$ cat src/rtl/dmem_port_arbiter_pkg.sv
// Shared types for the data-memory port arbiter.
//   port_e    : requester identity (pipeline MEMORY stage or loader)
//   mem_req_t : one requester's access bundle at the default SRAM geometry
package dmem_port_arbiter_pkg;

    localparam int unsigned ADDR_W_DEF = 9;
    localparam int unsigned DATA_W_DEF = 32;

    typedef enum logic {
        PORT_MEM = 1'b0,
        PORT_LDR = 1'b1
    } port_e;

    typedef struct packed {
        logic                  req;
        logic                  we;
        logic [ADDR_W_DEF-1:0] addr;
        logic [DATA_W_DEF-1:0] wdata;
    } mem_req_t;

endpackage

$ cat src/rtl/dmem_port_arbiter_starve_cnt.sv
// Saturating wait counter for the loader port.
//   CLK, RSTn : clock, synchronous active-low reset
//   inc       : count one more starved cycle (saturates at MAX)
//   clr       : clear to zero, takes priority over inc
//   at_max    : counter has reached MAX
// With neither inc nor clr the count holds.
module dmem_port_arbiter_starve_cnt #(
    parameter int unsigned MAX = 8
) (
    input  logic CLK,
    input  logic RSTn,
    input  logic inc,
    input  logic clr,
    output logic at_max
);

    localparam logic [7:0] MaxVal = 8'(MAX);

    logic [7:0] cnt_q, cnt_d;

    always_comb begin
        cnt_d = cnt_q;
        if (clr) begin
            cnt_d = '0;
        end else if (inc && (cnt_q != MaxVal)) begin
            cnt_d = cnt_q + 8'd1;
        end
    end

    always_ff @(posedge CLK) begin
        if (!RSTn) begin
            cnt_q <= '0;
        end else begin
            cnt_q <= cnt_d;
        end
    end

    assign at_max = (cnt_q == MaxVal);

endmodule

$ cat src/rtl/dmem_port_arbiter.sv
// Two-port arbiter in front of the single-port data SRAM.
//   CLK, RSTn            : clock, synchronous active-low reset
//   EN                   : global enable, 0 blocks new grants
//   p0_* (MEMORY stage)  : req/we/addr/wdata in, gnt/rvalid/rdata out
//   p1_* (loader)        : same as port 0
//   csb0/web0/addr0/din0 : SRAM pins (active-low select and write enable)
//   dout0                : SRAM read data, valid the cycle after a read access
// Grants are combinational; read data returns one cycle after the read grant.
// FIXED_PRIO=1 favours port 0 with a starvation guard for port 1,
// FIXED_PRIO=0 alternates between ports when both request.
module dmem_port_arbiter
    import dmem_port_arbiter_pkg::*;
#(
    parameter int unsigned ADDR_W     = 9,
    parameter int unsigned DATA_W     = 32,
    parameter bit          FIXED_PRIO = 1'b1,
    parameter int unsigned STARVE_MAX = 8
) (
    input  logic              CLK,
    input  logic              RSTn,
    input  logic              EN,
    input  logic              p0_req,
    input  logic              p0_we,
    input  logic [ADDR_W-1:0] p0_addr,
    input  logic [DATA_W-1:0] p0_wdata,
    input  logic              p1_req,
    input  logic              p1_we,
    input  logic [ADDR_W-1:0] p1_addr,
    input  logic [DATA_W-1:0] p1_wdata,
    output logic              p0_gnt,
    output logic              p1_gnt,
    output logic              p0_rvalid,
    output logic              p1_rvalid,
    output logic [DATA_W-1:0] p0_rdata,
    output logic [DATA_W-1:0] p1_rdata,
    output logic              csb0,
    output logic              web0,
    output logic [ADDR_W-1:0] addr0,
    output logic [DATA_W-1:0] din0,
    input  logic [DATA_W-1:0] dout0
);

    port_e last_gnt_q, last_gnt_d;
    logic  rd_pend_q, rd_pend_d;
    port_e rd_port_q, rd_port_d;
    logic  force_ldr;

    generate
        if (FIXED_PRIO) begin : g_starve
            logic at_max;

            dmem_port_arbiter_starve_cnt #(
                .MAX (STARVE_MAX)
            ) u_starve_cnt (
                .CLK    (CLK),
                .RSTn   (RSTn),
                .inc    (EN & p1_req & ~p1_gnt),
                .clr    (~p1_req | p1_gnt),
                .at_max (at_max)
            );

            assign force_ldr = at_max & p1_req;
        end else begin : g_no_starve
            assign force_ldr = 1'b0;
        end
    endgenerate

    always_comb begin
        p0_gnt = 1'b0;
        p1_gnt = 1'b0;
        if (EN) begin
            if (p0_req && p1_req) begin
                if (FIXED_PRIO) begin
                    p1_gnt = force_ldr;
                    p0_gnt = ~force_ldr;
                end else begin
                    // Round-robin: the port that did not win last time goes now.
                    p1_gnt = (last_gnt_q == PORT_MEM);
                    p0_gnt = (last_gnt_q == PORT_LDR);
                end
            end else begin
                p0_gnt = p0_req;
                p1_gnt = p1_req;
            end
        end
    end

    always_comb begin
        csb0  = 1'b1;
        web0  = 1'b1;
        addr0 = '0;
        din0  = '0;
        if (p0_gnt) begin
            csb0  = 1'b0;
            web0  = ~p0_we;
            addr0 = p0_addr;
            din0  = p0_wdata;
        end else if (p1_gnt) begin
            csb0  = 1'b0;
            web0  = ~p1_we;
            addr0 = p1_addr;
            din0  = p1_wdata;
        end
    end

    always_comb begin
        last_gnt_d = last_gnt_q;
        if (p0_gnt) begin
            last_gnt_d = PORT_MEM;
        end else if (p1_gnt) begin
            last_gnt_d = PORT_LDR;
        end
        rd_pend_d = (p0_gnt & ~p0_we) | (p1_gnt & ~p1_we);
        rd_port_d = p1_gnt ? PORT_LDR : PORT_MEM;
    end

    always_ff @(posedge CLK) begin
        if (!RSTn) begin
            last_gnt_q <= PORT_LDR;
            rd_pend_q  <= 1'b0;
            rd_port_q  <= PORT_MEM;
        end else begin
            last_gnt_q <= last_gnt_d;
            rd_pend_q  <= rd_pend_d;
            rd_port_q  <= rd_port_d;
        end
    end

    assign p0_rvalid = rd_pend_q & (rd_port_q == PORT_MEM);
    assign p1_rvalid = rd_pend_q & (rd_port_q == PORT_LDR);
    assign p0_rdata  = dout0;
    assign p1_rdata  = dout0;

endmodule

$ cat config.mk
export PLATFORM = sky130hd
export DESIGN_NAME = dmem_port_arbiter
export DESIGN_NICKNAME = d
export VERILOG_FILES = /design/src/rtl/dmem_port_arbiter_pkg.sv /design/src/rtl/dmem_port_arbiter_starve_cnt.sv /design/src/rtl/dmem_port_arbiter.sv
export SDC_FILE = /design/constraint.sdc
export NUM_CORES = 1
export LEC_CHECK = 0
export BUFFER_PORTS_ARGS = -buffer_cell sky130_fd_sc_hd__buf_4
export CORE_AREA = 3 3 88 90
export DETAILED_ROUTE_END_ITERATION = 16
export DIE_AREA = 0 0 91 93
export PLACE_DENSITY = 0.7
export RECOVER_POWER = 50
export SLEW_MARGIN = 20
export SYNTH_ARGS = -nofsm -noshare
export SYNTH_HDL_FRONTEND = slang
export SYNTH_SLANG_ARGS = --single-unit
$ cat constraint.sdc
create_clock -name CLK -period 1.8 [get_ports CLK]
set_input_delay 0.18 -clock CLK [delete_from_list [all_inputs] [get_ports CLK]]
set_output_delay 0.18 -clock CLK [all_outputs]
set_load 0.02 [all_outputs]
Yosys cells after proc, flatten, opt, wreduce, memory -nomap -nowiden
Index checks and enable logic that the tools add are counted.
W data, S select, Z words.
- flip-flop bits (word level): 10
- input port bits: 121
- word-level logic and storage cells: 38
- $add $sub $neg: 1
- equal/unequal tests: 2
- mux-type cells: 13
- bitwise logic cells: 16
- reductions and logical operators: 3
- operators with widths (kind ; count):
    $mux W32 ; 2
    $mux W9 ; 2
    $mux W1 ; 9
    $add A8 B1 Y8 const B ; 1
    $eq A8 B4 Y1 const B ; 1
    $ne A8 B4 Y1 const B ; 1
    $and A1 B1 Y1 ; 7
    $not A1 Y1 ; 7
    $logic_and A1 B1 Y1 ; 2
    $or A1 B1 Y1 ; 2
    $reduce_or A2 Y1 ; 1

Depth between registers and ports, before layout
- depth after elaboration: 7
- gate-level depth with buffers: 8
- mapped depth without buffers: 6

Modules after synthesis
Synthesis repeated with hierarchy kept, for this count alone.
- cell total of the unflattened synthesis: 178
- area total of the unflattened synthesis: 1521.5 um^2
- modules (own cells, without submodules) (module ; instances ; cells each ; area each (um^2) ; seq. area each (um^2)):
    dmem_port_arbiter ; 1 ; 131 ; 1096.1 ; 40.0
    dmem_port_arbiter_starve_cnt ; 1 ; 47 ; 425.4 ; 160.2

Least setup slack after synthesis
No wires, ideal clock.
- path type: register to output
- from: reg g_starve.u_starve_cnt.cnt_q[2]
- to: out web0
- arrival time: 1.686 ns
- setup slack: -0.066 ns
- stages on the path, launching flop included: 5
- path buffers: 1
- cells stage by stage: dfxtp_1 > or4_1 > o211a_1 > buf_2 > a21oi_1
- word-level cells in the longest chain between the ends: 6
- ends and longest elaborated chain (element ; RTL line ; text):
    start: declaration ; dmem_port_arbiter_starve_cnt.sv:19 ; logic [7:0] cnt_q, cnt_d;
    start signal: assignment ; dmem_port_arbiter_starve_cnt.sv:34 ; cnt_q <= cnt_d;
    $eq A8 B4 Y1 ; dmem_port_arbiter_starve_cnt.sv:38 ; assign at_max = (cnt_q == MaxVal);
    $and A1 B1 Y1 ; dmem_port_arbiter.sv:62 ; assign force_ldr = at_max & p1_req;
    $not A1 Y1 ; dmem_port_arbiter.sv:75 ; p0_gnt = ~force_ldr;
    $mux W1 ; dmem_port_arbiter.sv:72 ; if (p0_req && p1_req) begin
    $mux W1 ; dmem_port_arbiter.sv:71 ; if (EN) begin
    via p0_gnt ; dmem_port_arbiter.sv:30 ; output logic p0_gnt,
    $mux W1 ; dmem_port_arbiter.sv:93 ; if (p0_gnt) begin
    end: declaration ; dmem_port_arbiter.sv:37 ; output logic web0,
The timed path passes the listed nets, and every way through them passes these cells.

Worst setup path after layout
- from: reg g_starve.u_starve_cnt.cnt_q[2]
- to: out din0[0]
- word-level cells in the longest chain between the ends: 6
- ends and longest elaborated chain (element ; RTL line ; text):
    $eq A8 B4 Y1 * ; dmem_port_arbiter_starve_cnt.sv:38 ;
    $and A1 B1 Y1 * ; dmem_port_arbiter.sv:62 ;
    $mux W1 / $not A1 Y1 (equally long branches) ; dmem_port_arbiter.sv:72, dmem_port_arbiter.sv:75 ;
    $mux W1, on equally long branches ; dmem_port_arbiter.sv:71, dmem_port_arbiter.sv:72 ;
    $mux W32 / $mux W1 (equally long branches) ; dmem_port_arbiter.sv:98, dmem_port_arbiter.sv:71 ;
    $mux W32 * ; dmem_port_arbiter.sv:93 ;
    end: declaration ; dmem_port_arbiter.sv:39 ; output logic [DATA_W-1:0] din0,
Mark *: on every way between the ends. The rest lies on a longest branch, timed or not.

==> results.yml <==
pwr:
  p_leak_nw: 1.298
  p_sw_mw: 0.3220
  swShare: 0.3095
  internal_power_mw: 0.7184
  power_density_nw_per_um2: 386.1
  p_comb_frac: 0.561
  pwr-share-seq: 0.217
  vdd.ir_drop.worst_uv: 237.4
  clockPowerShare: 0.222
cts:
  htree_levels: 1
  clkLatencyLatePin_ns: 0.24
  cts_tree: "built"
  cts_made_buffers: 3
  clock-sinks: 10
  cts_hold_buf: 0
  cts_root_buffer: "clkbuf_8"
  cts_buffer_depth: 2
  clkTransAtPathRegs_ns: 0.04
floorplan:
  rows: 31
  start_util: 0.2013
  die_h_um: 93
  fp.dieArea_um2: 8463
  io_pins: 232
  chipWidth_um: 91
  coreArea_um2: 7137
critical_path:
  critPathKind: "register to output port"
  cp-end-kind: "output port"
  crit_path_start: "g_starve.u_starve_cnt.cnt_q[2]"
  crit_path_max_fanout: 21
  critPathArrivalTime_ns: 1.97
  cp.required_ns: 1.62
  timing.rr.start: "g_starve.u_starve_cnt.cnt_q[2]"
  cp-start-kind: "register"
synth:
  avgSynthCellArea_um2: 8.208
  synth.largest_area_cell: "buf_4"
  ys_seq_area_frac: 0.1394
  synthTopCellsByArea: "buf_4 (34%), a22o_1 (25%), dfxtp_1 (14%)"
  synth-main-ff-cell: "dfxtp_1"
  syn_inst: 175
  synth.distinct_cells: 27
  syn_nets: 298
  synth_edf_count: 0
  synth-seq-cells: 10
  syn_area_um2: 1436
  ys_warn_count: 0
  synth_top_area_frac: 0.3397
  synthArstFlopShare: 0
routing:
  drtIter0Drc: 38
  routed_wirelength_mm: 6.263
  drt_first_pass_iters: 4
  ant_nets: 0
  drt-vias-per-instance: 4.412
  via_count: 1584
  route.detailed.wl_per_inst_um: 17.45
  drc: 0
run:
  maxCapViolCount: 0
timing:
  period_share: 1.195
  setup_ws_ns: -0.3505
  skew_ns: 0.0003276
  setup_violations: 46
  grt_setup_unrepaired: "yes"
  maxSlewViolCount: 0
  tightest_slew_ns: 0.3178
  min_period_ns: 2.150
  max_slew_margin: 0.7859
  hold_viol: 0
  max_freq_mhz: 465.0
global_route:
  antenna_found_initial: 0
  grt_pass1_vias: 1694
  overflow: 0
  grt_pass1_wl_mm: 8.894
  grt_max_degree: 23
  track_usage: 0.1322
placed_design:
  numPortBuffers: 135
  finalWeightedCongestion: 0.8141
  hpwl_mm: 4.942
  place_area_um2: 2330
layout:
  antenna_cells: 0
  synthToLayoutAreaGrowth_pct: 87.63
  fin_nets: 385
  utilization: 0.3776
  fin_area_um2: 2695
  final_cell_mix: "buf_4 (103), buf_6 (45), a22o_4 (21), a22o_1 (20), nor3_1 (8)"
  final_common_cell: "buf_4"
  drive_above_1_share: 0.7269
worst_hold_path:
  hold_class: "input pin to register"
  min_from: "RSTn"
run_status:
  status: "finished with violations"
  failed_checks: "negative setup slack"
-- critical path, cell delays in order (launching register included) --
cell	delay [ns]
dfxtp_2	0.32
or4_4	0.54
o211a_4	0.30
buf_12	0.17
a22o_1	0.24
buf_4	0.16
-- area by class of cell --
cell class / instances / area (µm²)
Inverter: 4 / 15.01
Multi-Input combinational cell: 87 / 858.3
Clock buffer: 3 / 41.29
Sequential cell: 10 / 203.9
Tap cell: 99 / 123.9
Fill cell: 753 / 4442
Timing Repair Buffer: 156 / 1453
-- what timing repair did --
item,CTS,global route
pin swaps,6,7
gates cloned,1,2
resized for setup,54,5
endpoints found under the setup margin,45,46
buffers inserted,3,1
-- synth_stat cells, drive strengths merged, types with 2 or more instances --
master,n
nor2,5
inv,4
nand4,2
xnor2,5
buf,73
ha,2
nor2b,2
nor3,8
nand2,5
dfxtp,10
and2,3
o21ai,3
a21oi,3
a22o,41
-- power groups by stage --
stage / logic [mW] / clock network, mW / registers, mW
after global placement: 0.504 / 0 / 0.229
after global routing: 0.616 / 0.253 / 0.225
final: 0.584 / 0.231 / 0.226
after detailed placement: 0.508 / 0 / 0.230
after CTS: 0.570 / 0.243 / 0.225
after floorplan: 0.435 / 0 / 0.229
-- metal layers --
layer / track usage / vias to the layer above / routed length, µm / share of wire
met5: 0 / - / 0 / 0
met4: 0.02889 / 0 / 28 / 0.0045
met3: 0.05390 / 5 / 635 / 0.10
met2: 0.2459 / 102 / 3408 / 0.54
met1: 0.1394 / 743 / 2190 / 0.35
li1: - / 734 / - / -
-- worst paths after layout --
kind                                     to  slack (ns)  cells past startpoint
max reg2reg                       rd_pend_q       -0.08                      8
max                                 din0[0]       -0.35                      5
min                               rd_port_q        0.17                      2
min reg2reg  g_starve.u_starve_cnt.cnt_q[6]        0.56                      2
-- kinds of logic (layout without fill, tap and decap cells) --
family,after synthesis,after routing,synth area share
flops,10,10,0.1394
simple gates,30,30,0.1106
compound gates,50,50,0.2909
xor+xnor,5,5,0.03049
fa+ha+maj,2,2,0.01742
buf+inv,78,163,0.4111
-- sequential cells by signal, indices dropped and copies added, names as in the netlist --
signal	count
g_starve.u_starve_cnt.cnt_q	8
rd_pend_q	1
rd_port_q	1
-- stage by stage --
stage | hold slack (ns) | setup TNS, ns | total power, mW | setup WS (ns) | cells
2_1_floorplan | 0.3017 | -1.178 | 0.6642 | -0.05554 | 175
3_3_place_gp | 0.3602 | -4.960 | 0.7339 | -0.1414 | 349
3_5_place_dp | 0.3602 | -5.601 | 0.7371 | -0.1532 | 349
4_1_cts | 0.1702 | -13.09 | 1.038 | -0.3389 | 356
5_1_grt | 0.1914 | -16.53 | 1.094 | -0.4101 | 359
6_report | 0.1734 | -14.13 | 1.040 | -0.3505 | 359
Note: power is estimated with default switching activity, not from simulation.
